===== src/rtl/split_mult_pkg.sv =====
// Shared constants and the stage record used by every pipeline register of pipe_split_mult.
// The record is sized for the widest legal operand so one type serves all parameterisations.
package split_mult_pkg;

  localparam int DEF_WIDTH    = 8;
  localparam int DEF_LOW_W    = 4;
  localparam int MAX_WIDTH    = 32;
  localparam int STAGE_DATA_W = 4 * MAX_WIDTH;

  typedef struct packed {
    logic                    valid;
    logic                    approx;
    logic [STAGE_DATA_W-1:0] data;
  } stage_t;

  localparam stage_t STAGE_RESET = '{valid: 1'b0, approx: 1'b0, data: '0};

endpackage


===== src/rtl/exact_nr_mxn.sv =====
// Exact unsigned M x N combinational multiplier built as a shift-and-add array.
module exact_nr_mxn #(
  parameter int M = 4,
  parameter int N = 4
) (
  input  logic [M-1:0]   x,
  input  logic [N-1:0]   y,
  output logic [M+N-1:0] z
);

  logic [M+N-1:0] x_ext;

  assign x_ext = {{N{1'b0}}, x};

  always_comb begin
    z = '0;
    for (int i = 0; i < N; i++) begin
      if (y[i]) z = z + (x_ext << i);
    end
  end

endmodule


===== src/rtl/pipe_split_mult.sv =====
// Three-stage split-operand multiplier: S1 operands, S2 four sub-products, S3 recombined product.
// Optional approximate mode drops the low x low sub-product for the entry that carries it.
module pipe_split_mult
  import split_mult_pkg::*;
#(
  parameter int WIDTH = DEF_WIDTH,
  parameter int LOW_W = DEF_LOW_W
) (
  input  logic               clk,
  input  logic               rst,
  input  logic               in_valid,
  output logic               in_ready,
  input  logic [WIDTH-1:0]   a,
  input  logic [WIDTH-1:0]   b,
  input  logic               approx,
  output logic               out_valid,
  input  logic               out_ready,
  output logic [2*WIDTH-1:0] p,
  output logic               busy
);

  localparam int HI_W   = WIDTH - LOW_W;
  localparam int SUM_W  = 2 * WIDTH + 1;
  localparam int LL_OFF = 0;
  localparam int HL_OFF = LL_OFF + 2 * LOW_W;
  localparam int LH_OFF = HL_OFF + WIDTH;
  localparam int HH_OFF = LH_OFF + WIDTH;

  stage_t s1_q, s2_q, s3_q;
  stage_t s1_d, s2_d, s3_d;
  logic   en1, en2, en3;

  // Valid/ready: a transfer happens on a rising edge where valid and ready are both 1;
  // a stage loads when it is empty or its occupant moves on, so ready ripples back from out_ready.
  assign en3      = !s3_q.valid || out_ready;
  assign en2      = !s2_q.valid || en3;
  assign en1      = !s1_q.valid || en2;
  assign in_ready = en1;

  always_comb begin
    s1_d                   = STAGE_RESET;
    s1_d.valid             = in_valid;
    s1_d.approx            = approx;
    s1_d.data[WIDTH +: WIDTH] = a;
    s1_d.data[0 +: WIDTH]     = b;
  end

  logic [HI_W-1:0]      ah, bh;
  logic [LOW_W-1:0]     al, bl;
  logic [2*HI_W-1:0]    hh;
  logic [WIDTH-1:0]     hl, lh;
  logic [2*LOW_W-1:0]   ll;

  assign ah = s1_q.data[WIDTH + LOW_W +: HI_W];
  assign al = s1_q.data[WIDTH +: LOW_W];
  assign bh = s1_q.data[LOW_W +: HI_W];
  assign bl = s1_q.data[0 +: LOW_W];

  exact_nr_mxn #(.M(HI_W),  .N(HI_W))  u_hh (.x(ah), .y(bh), .z(hh));
  exact_nr_mxn #(.M(HI_W),  .N(LOW_W)) u_hl (.x(ah), .y(bl), .z(hl));
  exact_nr_mxn #(.M(LOW_W), .N(HI_W))  u_lh (.x(al), .y(bh), .z(lh));
  exact_nr_mxn #(.M(LOW_W), .N(LOW_W)) u_ll (.x(al), .y(bl), .z(ll));

  always_comb begin
    s2_d                            = STAGE_RESET;
    s2_d.valid                      = s1_q.valid;
    s2_d.approx                     = s1_q.approx;
    s2_d.data[LL_OFF +: 2*LOW_W]    = ll;
    s2_d.data[HL_OFF +: WIDTH]      = hl;
    s2_d.data[LH_OFF +: WIDTH]      = lh;
    s2_d.data[HH_OFF +: 2*HI_W]     = hh;
  end

  logic [SUM_W-1:0] hh_x, mid_x, ll_x, sum;

  // One spare bit keeps the intermediate sum exact; it can never be set for a true product.
  assign hh_x  = SUM_W'(s2_q.data[HH_OFF +: 2*HI_W]) << (2 * LOW_W);
  assign mid_x = (SUM_W'(s2_q.data[HL_OFF +: WIDTH]) + SUM_W'(s2_q.data[LH_OFF +: WIDTH])) << LOW_W;
  assign ll_x  = s2_q.approx ? '0 : SUM_W'(s2_q.data[LL_OFF +: 2*LOW_W]);
  assign sum   = hh_x + mid_x + ll_x;

  always_comb begin
    s3_d                       = STAGE_RESET;
    s3_d.valid                 = s2_q.valid;
    s3_d.approx                = s2_q.approx;
    s3_d.data[0 +: 2*WIDTH]    = sum[2*WIDTH-1:0];
  end

  always_ff @(posedge clk or posedge rst) begin
    if (rst) begin
      s1_q <= STAGE_RESET;
      s2_q <= STAGE_RESET;
      s3_q <= STAGE_RESET;
    end else begin
      if (en1) s1_q <= s1_d;
      if (en2) s2_q <= s2_d;
      if (en3) s3_q <= s3_d;
    end
  end

  assign out_valid = s3_q.valid;
  assign p         = s3_q.data[0 +: 2*WIDTH];
  assign busy      = s1_q.valid || s2_q.valid || s3_q.valid;

  // The shared record is wider than this instance needs; the spare bits are never read.
  logic unused_bits;
  assign unused_bits = ^{s1_q, s2_q, s3_q, sum[SUM_W-1]};

endmodule


===== config.mk =====
export PLATFORM = sky130hd
export DESIGN_NAME = pipe_split_mult
export DESIGN_NICKNAME = d
export VERILOG_FILES = /design/src/rtl/split_mult_pkg.sv /design/src/rtl/exact_nr_mxn.sv /design/src/rtl/pipe_split_mult.sv
export SDC_FILE = /design/constraint.sdc
export NUM_CORES = 1
export LEC_CHECK = 0
export ABC_AREA = 1
export CORE_MARGIN = 5
export CORE_UTILIZATION = 50
export CTS_BUF_LIST = sky130_fd_sc_hd__clkbuf_4 sky130_fd_sc_hd__clkbuf_8
export DETAILED_ROUTE_END_ITERATION = 6
export DONT_BUFFER_PORTS = 1
export SLEW_MARGIN = 15
export SYNTH_ARGS = -nofsm -noshare
export SYNTH_HDL_FRONTEND = slang
export SYNTH_SLANG_ARGS = --single-unit

===== constraint.sdc =====
create_clock -name clk -period 7.5 [get_ports clk]
set_clock_uncertainty 0.1 [all_clocks]
set_input_delay 1.125 -clock clk [delete_from_list [all_inputs] [get_ports clk]]
set_output_delay 1.125 -clock clk [all_outputs]
set_load 0.05 [all_outputs]

==> results.yml <==
min_path:
  hold_class: "register to register"
global_routing:
  grt_pass1_wl_um: 23200
  gr-usage-all-layers_pct: 21.7
  antenna_found_initial: 0
  grt_busiest_layer: "met2"
  grtUsageMet3_pct: 3.86
  grt_util_met2_pct: 33.8
  grtUsageMet1_pct: 30.4
  grt_max_degree: 70
  grt-ovfl-total: 0
  first_global_vias: 4806
drt:
  vias_per_cell: 5.37
  routed_wl_um: 13700
  first_iter_violations: 271
  wire_per_inst_um: 15.0
  vias: 4900
  drtAntennaViolNets: 0
  drc_errors: 0
  drt_pre_antenna_iters: 4
clock_tree:
  htree_levels: 3
  insertion_delay_ns: 0.37
  root_buffer: "clkbuf_8"
  cts_resized: 0
  cts_buffer_depth: 2
  postCtsSetupRepairBufs: 0
  cts_hold_buf: 0
  clock_sinks: 69
  numCtsBuffers: 9
  clk_pin_slew_ns: 0.08
  cts_tree: "yes"
logic_synthesis:
  synthDistinctLibCells: 34
  synth_top_area_share_pct: 30.3
  synth_largest_area_cell: "dfrtp_1"
  yosys_warnings: 0
  synth_fp_nets: 874
  synth.top_cells.by_area: "dfrtp_1 (30%), nand2_1 (16%), ha_1 (13%)"
  syn_area_sq_mm: 0.00571
  synth_seq_area_share_pct: 30.3
  ys_seq_elements: 69
  syn_area_per_cell_sq_um: 7.34
  synth_cells: 778
floorplan:
  ios: 40
  std_cell_rows: 39
  fp.dieW_um: 117
  dieArea_sq_mm: 0.0137
  start_util_pct: 50.4
  die_h_um: 117
  core-area_sq_mm: 0.0113
critical_path:
  startpoint_type: "register"
  crit_path_end_kind: "primary output"
  r2r_slack_ns: 3.36
  crit_type: "register to primary output"
  cp_max_fo: 43
  required_ns: 6.27
  arrival_ns: 3.14
placed_design:
  dp_slack_ns: 3.14
  dp_hpwl_um: 10400
  port_buffers: 0
  gp_congestion: 0.832
cells_and_area:
  drive_gt1_share_pct: 3.38
  area_growth_pct: 4.54
  nets: 861
  antennaDiodeCount: 0
pwr:
  p_leak_nw: 3.32
  peakVddDrop_v: 0.000209
  power_density_mw_per_mm2: 325
  power.total_mw: 1.94
sta:
  slew_headroom_pct: 40.6
  fmax_mhz: 229
  worst_pin_slew_ns: 0.891
  post-route-period-util_pct: 58.1
  layout_setup_ws_ns: 3.14
  rsz0062_at_grt: "no"
  setup_viol: 0
  final.min_clock_period_ns: 4.36
  setup_tns_ns: 0
  hold_violations: 0
  slew_violations: 0
outcome:
  status: "finished clean"
run:
  cap_violations: 0
## metrics by stage
step	hold WS, ns	cell area (sq um)	instances	util, %
floorplan	0.352	5710	778	-
global placement	0.382	5760	897	50.9
detailed placement	0.381	5760	897	50.9
CTS	0.401	5970	913	52.7
global route	0.420	5970	913	52.7
finish	0.394	5970	913	52.7
## Yosys cell counts, drive strengths merged
cell type  count
o21ai         53
inv          106
a21boi         5
dfrtp         69
o211ai         7
a21o          10
clkbuf         9
xnor2          9
ha            61
fa            14
nand3         72
nand3b         7
nor2          28
a21oi         28
and2           4
o22ai          4
nand4         10
xor2           9
and3           4
a31oi          6
mux2           1
clkinv         1
buf           16
nand2        239
o31ai          6
## cells in the final DEF, fill, tap and decap left out, drive strengths merged, types with 3 or more instances in the layout
master  synthesis  layout
nand2         239     239
inv           106     109
nand3          72      72
dfrtp          69      69
ha             61      61
o21ai          53      53
a21oi          28      28
nor2           28      28
fa             14      14
a21o           10      10
nand4          10      10
xor2            9       9
xnor2           9       9
clkbuf          9       9
o211ai          7       7
nand3b          7       7
o31ai           6       6
a31oi           6       6
a21boi          5       5
o22ai           4       4
and2            4       4
and3            4       4
clkinv          1       3
## kinds of logic after synthesis
family / after synthesis / share of synthesized area, %
multiplexers: 1 / 0.197
AO/OA/AOI/OAI: 119 / 11.9
buffers and inverters: 132 / 9.36
adder cells (fa/ha/maj): 75 / 18.3
XOR/XNOR: 18 / 2.76
flip-flops: 69 / 30.3
AND/OR/NAND/NOR: 364 / 27.3
## routing by layer
metal	share of wire, %	vias up	wire length, um
met5	0	-	0
met4	2.3	0	317
met3	4.2	23	579
met2	44	98	6050
met1	49	2268	6720
li1	-	2511	-
## area by class of cell
class,instances,area (sq um)
Timing Repair Buffer,1,7.51
Inverter,107,402
Multi-Input combinational cell,577,3450
Sequential cell,69,1730
Clock inverter,7,81.3
Fill cell,1146,5360
Clock buffer,9,124
Tap cell,143,179
## worst paths after layout
kind | start | end | cells after the start
min in group asynchronous | rst | p[1]$_DFFE_PP0P_ | 2
worst min-delay path | s2_q[23]$_DFFE_PP0P_ | s2_q[23]$_DFFE_PP0P_ | 2
worst max-delay path | out_valid$_DFFE_PP0P_ | in_ready | 5
max in group asynchronous | rst | bl[2]$_DFFE_PP0P_ | 2
worst max register to register | ah[1]$_DFFE_PP0P_ | s2_q[15]$_DFFE_PP0P_ | 13
worst min register to register | s2_q[23]$_DFFE_PP0P_ | s2_q[23]$_DFFE_PP0P_ | 2
## worst max-delay path, cell delays in order, from the launching register on
cell and delay, ns:
dfrtp_1 0.65, inv_2 0.10, nor2_4 0.43, nand2_2 0.61, inv_2 0.53, nand2_4 0.38
## power breakdown
group / switching (mW) / internal (mW) / leakage (nW)
clock network: 0.165 / 0.158 / 0.101
logic: 0.569 / 0.358 / 2.37
registers: 0.223 / 0.467 / 0.848
## sequential cells by signal (all words and copies together) (netlist names)
signal,count
s2_q,26
p,16
hh_x,8
ah,4
al,4
bh,4
bl,4
s1_q,2
out_valid,1
No activity file was read; power rests on OpenSTA's default activity.
